File: src/rtl/rom_loader.sv
// rom_loader: cartridge download front end between data_io and the SDRAM
// write port. Each downloaded byte becomes one SDRAM write, issued as a
// toggle on mem_we and completed when mem_we_ack matches it. data_io is
// stalled with ioctl_wait while a write is outstanding.
//
// The block also produces:
//   - cart_mask: the OR of every written address, used as the ROM mirror mask.
//   - romhdr: set when the image carries a 512-byte header.
//   - byte_cnt: the number of bytes accepted.
//   - sys_reset: a core reset stretched RST_HOLD cycles past the download.
//
// Ports
//   clk_sys, RESET_n   clock, asynchronous active-low reset
//   ioctl_download     high for the whole download
//   ioctl_wr/dout      byte strobe and data
//   ioctl_wait         stall while an SDRAM write is outstanding
//   mem_waddr/din/we   SDRAM write address, data, request toggle
//   mem_we_ack         SDRAM ack toggle (write done when equal to mem_we)
//   cart_mask          OR of all written addresses (AW bits)
//   romhdr             image has a 512-byte header
//   byte_cnt           bytes accepted in the current/last download
//   err                sticky: a byte was dropped (overrun/overflow)
//   done               one-cycle pulse at the end of a completed download
//   sys_reset          core reset, high during download + RST_HOLD cycles
module rom_loader #(
  parameter int AW       = 22,
  parameter int RST_HOLD = 16
) (
  input  logic          clk_sys,
  input  logic          RESET_n,
  input  logic          ioctl_download,
  input  logic          ioctl_wr,
  input  logic [7:0]    ioctl_dout,
  output logic          ioctl_wait,
  output logic [23:0]   mem_waddr,
  output logic [7:0]    mem_din,
  output logic          mem_we,
  input  logic          mem_we_ack,
  output logic [AW-1:0] cart_mask,
  output logic          romhdr,
  output logic [24:0]   byte_cnt,
  output logic          err,
  output logic          done,
  output logic          sys_reset
);

  typedef enum logic [2:0] {IDLE, START, RECV, WRITE, DRAIN, HOLD, DONE} state_t;

  localparam int            HW        = $clog2(RST_HOLD + 1);
  localparam logic [HW-1:0] HOLD_LAST = HW'(RST_HOLD - 1);
  localparam logic [24:0]   MAX_CNT   = 25'(1) << AW;

  state_t        state, state_nxt;
  logic          dl_q;
  logic          restart_q;
  logic [HW-1:0] hold_cnt;

  logic rise, ack_ok, full, take;

  assign rise   = ioctl_download & ~dl_q;
  assign ack_ok = (mem_we_ack == mem_we);
  // Once 2^AW bytes are in, further bytes are dropped rather than wrapping.
  assign full   = (byte_cnt == MAX_CNT);
  assign take   = (state == RECV) && ioctl_wr && !full;

  // state register
  always_ff @(posedge clk_sys or negedge RESET_n) begin
    if (!RESET_n) state <= IDLE;
    else          state <= state_nxt;
  end

  // next state
  always_comb begin
    state_nxt = state;
    unique case (state)
      IDLE:  if (rise) state_nxt = START;
      START: state_nxt = RECV;
      RECV: begin
        // A byte arriving as download falls is still written, then drained.
        if (take)                 state_nxt = ioctl_download ? WRITE : DRAIN;
        else if (!ioctl_download) state_nxt = HOLD;
      end
      WRITE, DRAIN: begin
        if (ack_ok) begin
          // A restart seen while the write was in flight skips HOLD/DONE.
          if (restart_q || rise)                      state_nxt = START;
          else if (state == WRITE && ioctl_download)  state_nxt = RECV;
          else                                        state_nxt = HOLD;
        end else if (!ioctl_download) begin
          state_nxt = DRAIN;
        end
      end
      HOLD: begin
        if (rise)                       state_nxt = START;
        else if (hold_cnt == HOLD_LAST) state_nxt = DONE;
      end
      DONE:    state_nxt = rise ? START : IDLE;
      default: state_nxt = IDLE;
    endcase
  end

  // outputs decoded from state
  always_comb begin
    ioctl_wait = (state == WRITE) || (state == DRAIN);
    done       = (state == DONE);
    sys_reset  = (state != IDLE) && (state != DONE);
  end

  // datapath
  always_ff @(posedge clk_sys or negedge RESET_n) begin
    if (!RESET_n) begin
      dl_q      <= 1'b0;
      restart_q <= 1'b0;
      hold_cnt  <= '0;
      mem_waddr <= '0;
      mem_din   <= '0;
      mem_we    <= 1'b0;
      cart_mask <= '0;
      romhdr    <= 1'b0;
      byte_cnt  <= '0;
      err       <= 1'b0;
    end else begin
      dl_q     <= ioctl_download;
      hold_cnt <= (state == HOLD) ? hold_cnt + HW'(1) : '0;
      unique case (state)
        START: begin
          restart_q <= 1'b0;
          mem_waddr <= '0;
          cart_mask <= '0;
          romhdr    <= 1'b0;
          byte_cnt  <= '0;
          err       <= 1'b0;
        end
        RECV: begin
          if (ioctl_wr) begin
            if (full) begin
              err <= 1'b1;
            end else begin
              mem_din   <= ioctl_dout;
              mem_we    <= ~mem_we;
              cart_mask <= cart_mask | mem_waddr[AW-1:0];
            end
          end
        end
        WRITE, DRAIN: begin
          if (ioctl_wr) err <= 1'b1;        // overrun: byte dropped
          if (rise)     restart_q <= 1'b1;
          if (ack_ok) begin
            mem_waddr <= mem_waddr + 24'd1;
            byte_cnt  <= byte_cnt + 25'd1;
          end
        end
        // byte_cnt is frozen in HOLD, so latching every cycle equals latching on entry.
        HOLD:    romhdr <= byte_cnt[9];
        default: ;
      endcase
    end
  end

endmodule

File: config.mk
export PLATFORM = sky130hd
export DESIGN_NAME = rom_loader
export DESIGN_NICKNAME = d
export VERILOG_FILES = /design/src/rtl/rom_loader.sv
export SDC_FILE = /design/constraint.sdc
export NUM_CORES = 1
export LEC_CHECK = 0
export ABC_AREA = 1
export BUFFER_PORTS_ARGS = -buffer_cell sky130_fd_sc_hd__buf_4
export CAP_MARGIN = 5
export CORE_MARGIN = 10
export CORE_UTILIZATION = 30
export DETAILED_ROUTE_END_ITERATION = 16
export GPL_TIMING_DRIVEN = 1
export MAX_ROUTING_LAYER = met4
export SETUP_SLACK_MARGIN = 0.4
export SLEW_MARGIN = 15
export SYNTH_ARGS = -nofsm -noshare
export SYNTH_HDL_FRONTEND = slang
export SYNTH_SLANG_ARGS = --single-unit
File: constraint.sdc
create_clock -name clk_sys -period 3.91 [get_ports clk_sys]
set_input_delay 0.5865 -clock clk_sys [delete_from_list [all_inputs] [get_ports clk_sys]]
set_output_delay 0.5865 -clock clk_sys [all_outputs]
set_load 0.05 [all_outputs]
==> results.toml <==
[status]
status = "finished, final reports clean"

[critical_path]
crit_family = "simple AND/OR/NAND/NOR gates"
regToRegSetupSlack_ps = 1580
rr_worst_depth = 10
critical_path.startpoint_type = "flip-flop"
worstSetupPathType = "flip-flop to flip-flop"
cp_slowest_stage_delay_ps = 500
rr_endpoint = "byte_cnt[22]"
path_buf_inv = 2
crit_path_end_kind = "flip-flop"
required_ps = 4150
crit_chain = "inv_1 > nand2_2 > nor2_4 > inv_2 > nand2_4 > nand2_1 > nor2_1 > nand2_1 > o21ai_0 > nor2_1"
slowest_stage = "nand2_4"
crit_arrival_ps = 2580
cp_max_fo = 52
reg2reg_from = "state[1]"
startpoint = "state[1]"

[global_routing]
antenna_found_initial = 0
grt_pass1_vias = 4580
grt_pass1_wl_um = 23900
track_usage = 0.136
grt_max_degree = 73
overflow = 0

[die]
start_util = 0.303
core_um2 = 16500
fp-row-count = 47
die_x_um = 149
fp.dieArea_um2 = 22200
io_pins = 98
die_h_um = 149

[detailed_routing]
drcViolationCount = 0
postRouteAntennaNets = 0
routedWlPerCell_um = 14.5
dr.first_iter.drc_count = 363
via_per_inst = 4.85
drt_first_pass_iters = 7
num_vias = 4804
wirelength_um = 14400

[clock_network]
insertion_delay_ps = 350
cts_setup_buffers = 0
cts_buffers = 9
cts_root_buffer = "clkbuf_16"
cts_num_sinks = 92
hold_buffers = 0
cts.path.max_buffers = 2
htreeDepth = 3
ctsResizeCount = 0
clk_pin_slew_ps = 70
cts_tree = "yes"

[final_layout]
syn2layout_area_growth_pct = 25.3
fillers = 1757
finish.instance_area_um2 = 6250
multi_input_area_um2 = 2320
antenna_cells = 0
mostFrequentLayoutCell = "nand2_1"
area.sequential_um2 = 2300
final_cell_mix = "nand2_1 (171), buf_4 (101), dfrtp_1 (92)"
final_nets = 784
fin_util = 0.380
drive_above_1_share = 0.178

[placed_design]
routabilityCongestion = 0.881
portBuffers = 97
dp_hpwl_um = 10600
dpl_cell_area_um2 = 5940

[sta]
drv_slew = 0
fmax_ghz = 0.429
final.min_clock_period_ps = 2330
fin_worst_skew_ps = 3.61
setup-tns-final_ps = 0
setup-violations-final = 0
tightest_slew_ps = 941
rsz0062_at_grt = "no"
relSlewSlack = 0.373
hold_ws_ps = 371
finalHoldViolations = 0
period_share = 0.596

[yosys]
syn-cell-area_um2 = 4990
synth_warnings = 0
ys_ff_latch = 92
avgSynthCellArea_um2 = 7.45
yosysSeqAreaShare = 0.461
synth.distinct_cells = 36
netlist_instances = 670
synth_fp_nets = 688

[power_and_ir_drop]
power_density_nw_per_um2 = 549
vdd_drop_max_mv = 0.593
finalPower_mw = 3.43
p_leak_nw = 2.98

[flow_run]
drv_cap = 0

[worst_hold_path]
hp-class = "input pin to asynchronous set/reset pin"
## report_power, final
group	switching [mW]	internal (mW)	total, mW
Clock	0.397	0.519	0.916
Combinational	0.995	0.348	1.34
Sequential	0.112	1.06	1.17
## registers in the layout, indices dropped and copies added, names as in the netlist
name	count
mem_din	8
hold_cnt	5
mem_we	1
cart_mask	22
romhdr	1
dl_q	1
byte_cnt	25
state	3
err	1
restart_q	1
mem_waddr	24
## per-layer routing
| layer | vias up | GRT usage | wire (um) | share of wire |
|---|---|---|---|---|
| met4 | 0 | 0.0358 | 195 | 0.014 |
| met5 | - | - | 0 | 0 |
| met2 | 140 | 0.199 | 6460 | 0.45 |
| met3 | 14 | 0.0443 | 921 | 0.064 |
| li1 | 2397 | - | - | - |
| met1 | 2253 | 0.177 | 6790 | 0.47 |
## worst reg2reg max path: cells and delay by family (launching register included)
family,cells,cell delay [ps]
compound gates,1,170
buf+inv,2,350
flops,1,410
simple gates,7,1290
## stage by stage
step,cells,worst slack (ps)
after floorplan,670,1820
after global placement,975,1590
after detailed placement,975,1570
after CTS,991,1550
after global routing,991,1320
final,991,1580
## how the worst max path moves through the flow
| stage | to | slack, ps | cells past startpoint |
|---|---|---|---|
| floorplan | sys_reset | 1820 | 3 |
| global placement | byte_cnt[22] | 1590 | 10 |
| detailed placement | byte_cnt[22] | 1570 | 10 |
| CTS | byte_cnt[22] | 1550 | 10 |
| global route | byte_cnt[16] | 1320 | 10 |
| finish | byte_cnt[22] | 1580 | 10 |
## synth_stat cells (all sizes together)
cell,instances,area [um2]
nand4,27,184
nand3,42,210
ha,5,62.6
nor2,89,344
xnor2,3,26.3
nor3,16,80.1
buf,11,62.6
a211oi,1,7.51
a21o,1,7.51
o21ai,83,419
and3,2,12.5
a21oi,21,105
dfrtp,92,2300
a22o,1,8.76
nor4,1,6.26
o31ai,1,7.51
xor2,5,43.8
clkbuf,5,18.8
o21a,1,7.51
nor3b,1,7.51
a2bb2oi,1,8.76
a31oi,1,6.26
inv,77,289
mux2,8,90.1
nand2,175,672
## layout make-up
type / count / share of cell area
clock buffers: 10 / 0.0382
clock inverters: 6 / 0.0110
inverters: 77 / 0.0462
multi-input cells: 485 / 0.371
flip-flops and latches: 92 / 0.368
well taps: 220 / 0.0440
repair buffers: 101 / 0.121
## cell families after synthesis
logic type / after synthesis / share of synthesized area
xor gates and xnor gates: 8 / 0.0140
DFF: 92 / 0.461
adders and majority gates: 5 / 0.0125
muxes: 8 / 0.0181
AOI/OAI and AO/OA: 111 / 0.116
and+or+nand+nor: 353 / 0.304
buffers and inverters: 93 / 0.0742
(Power assumes the default switching activity.)
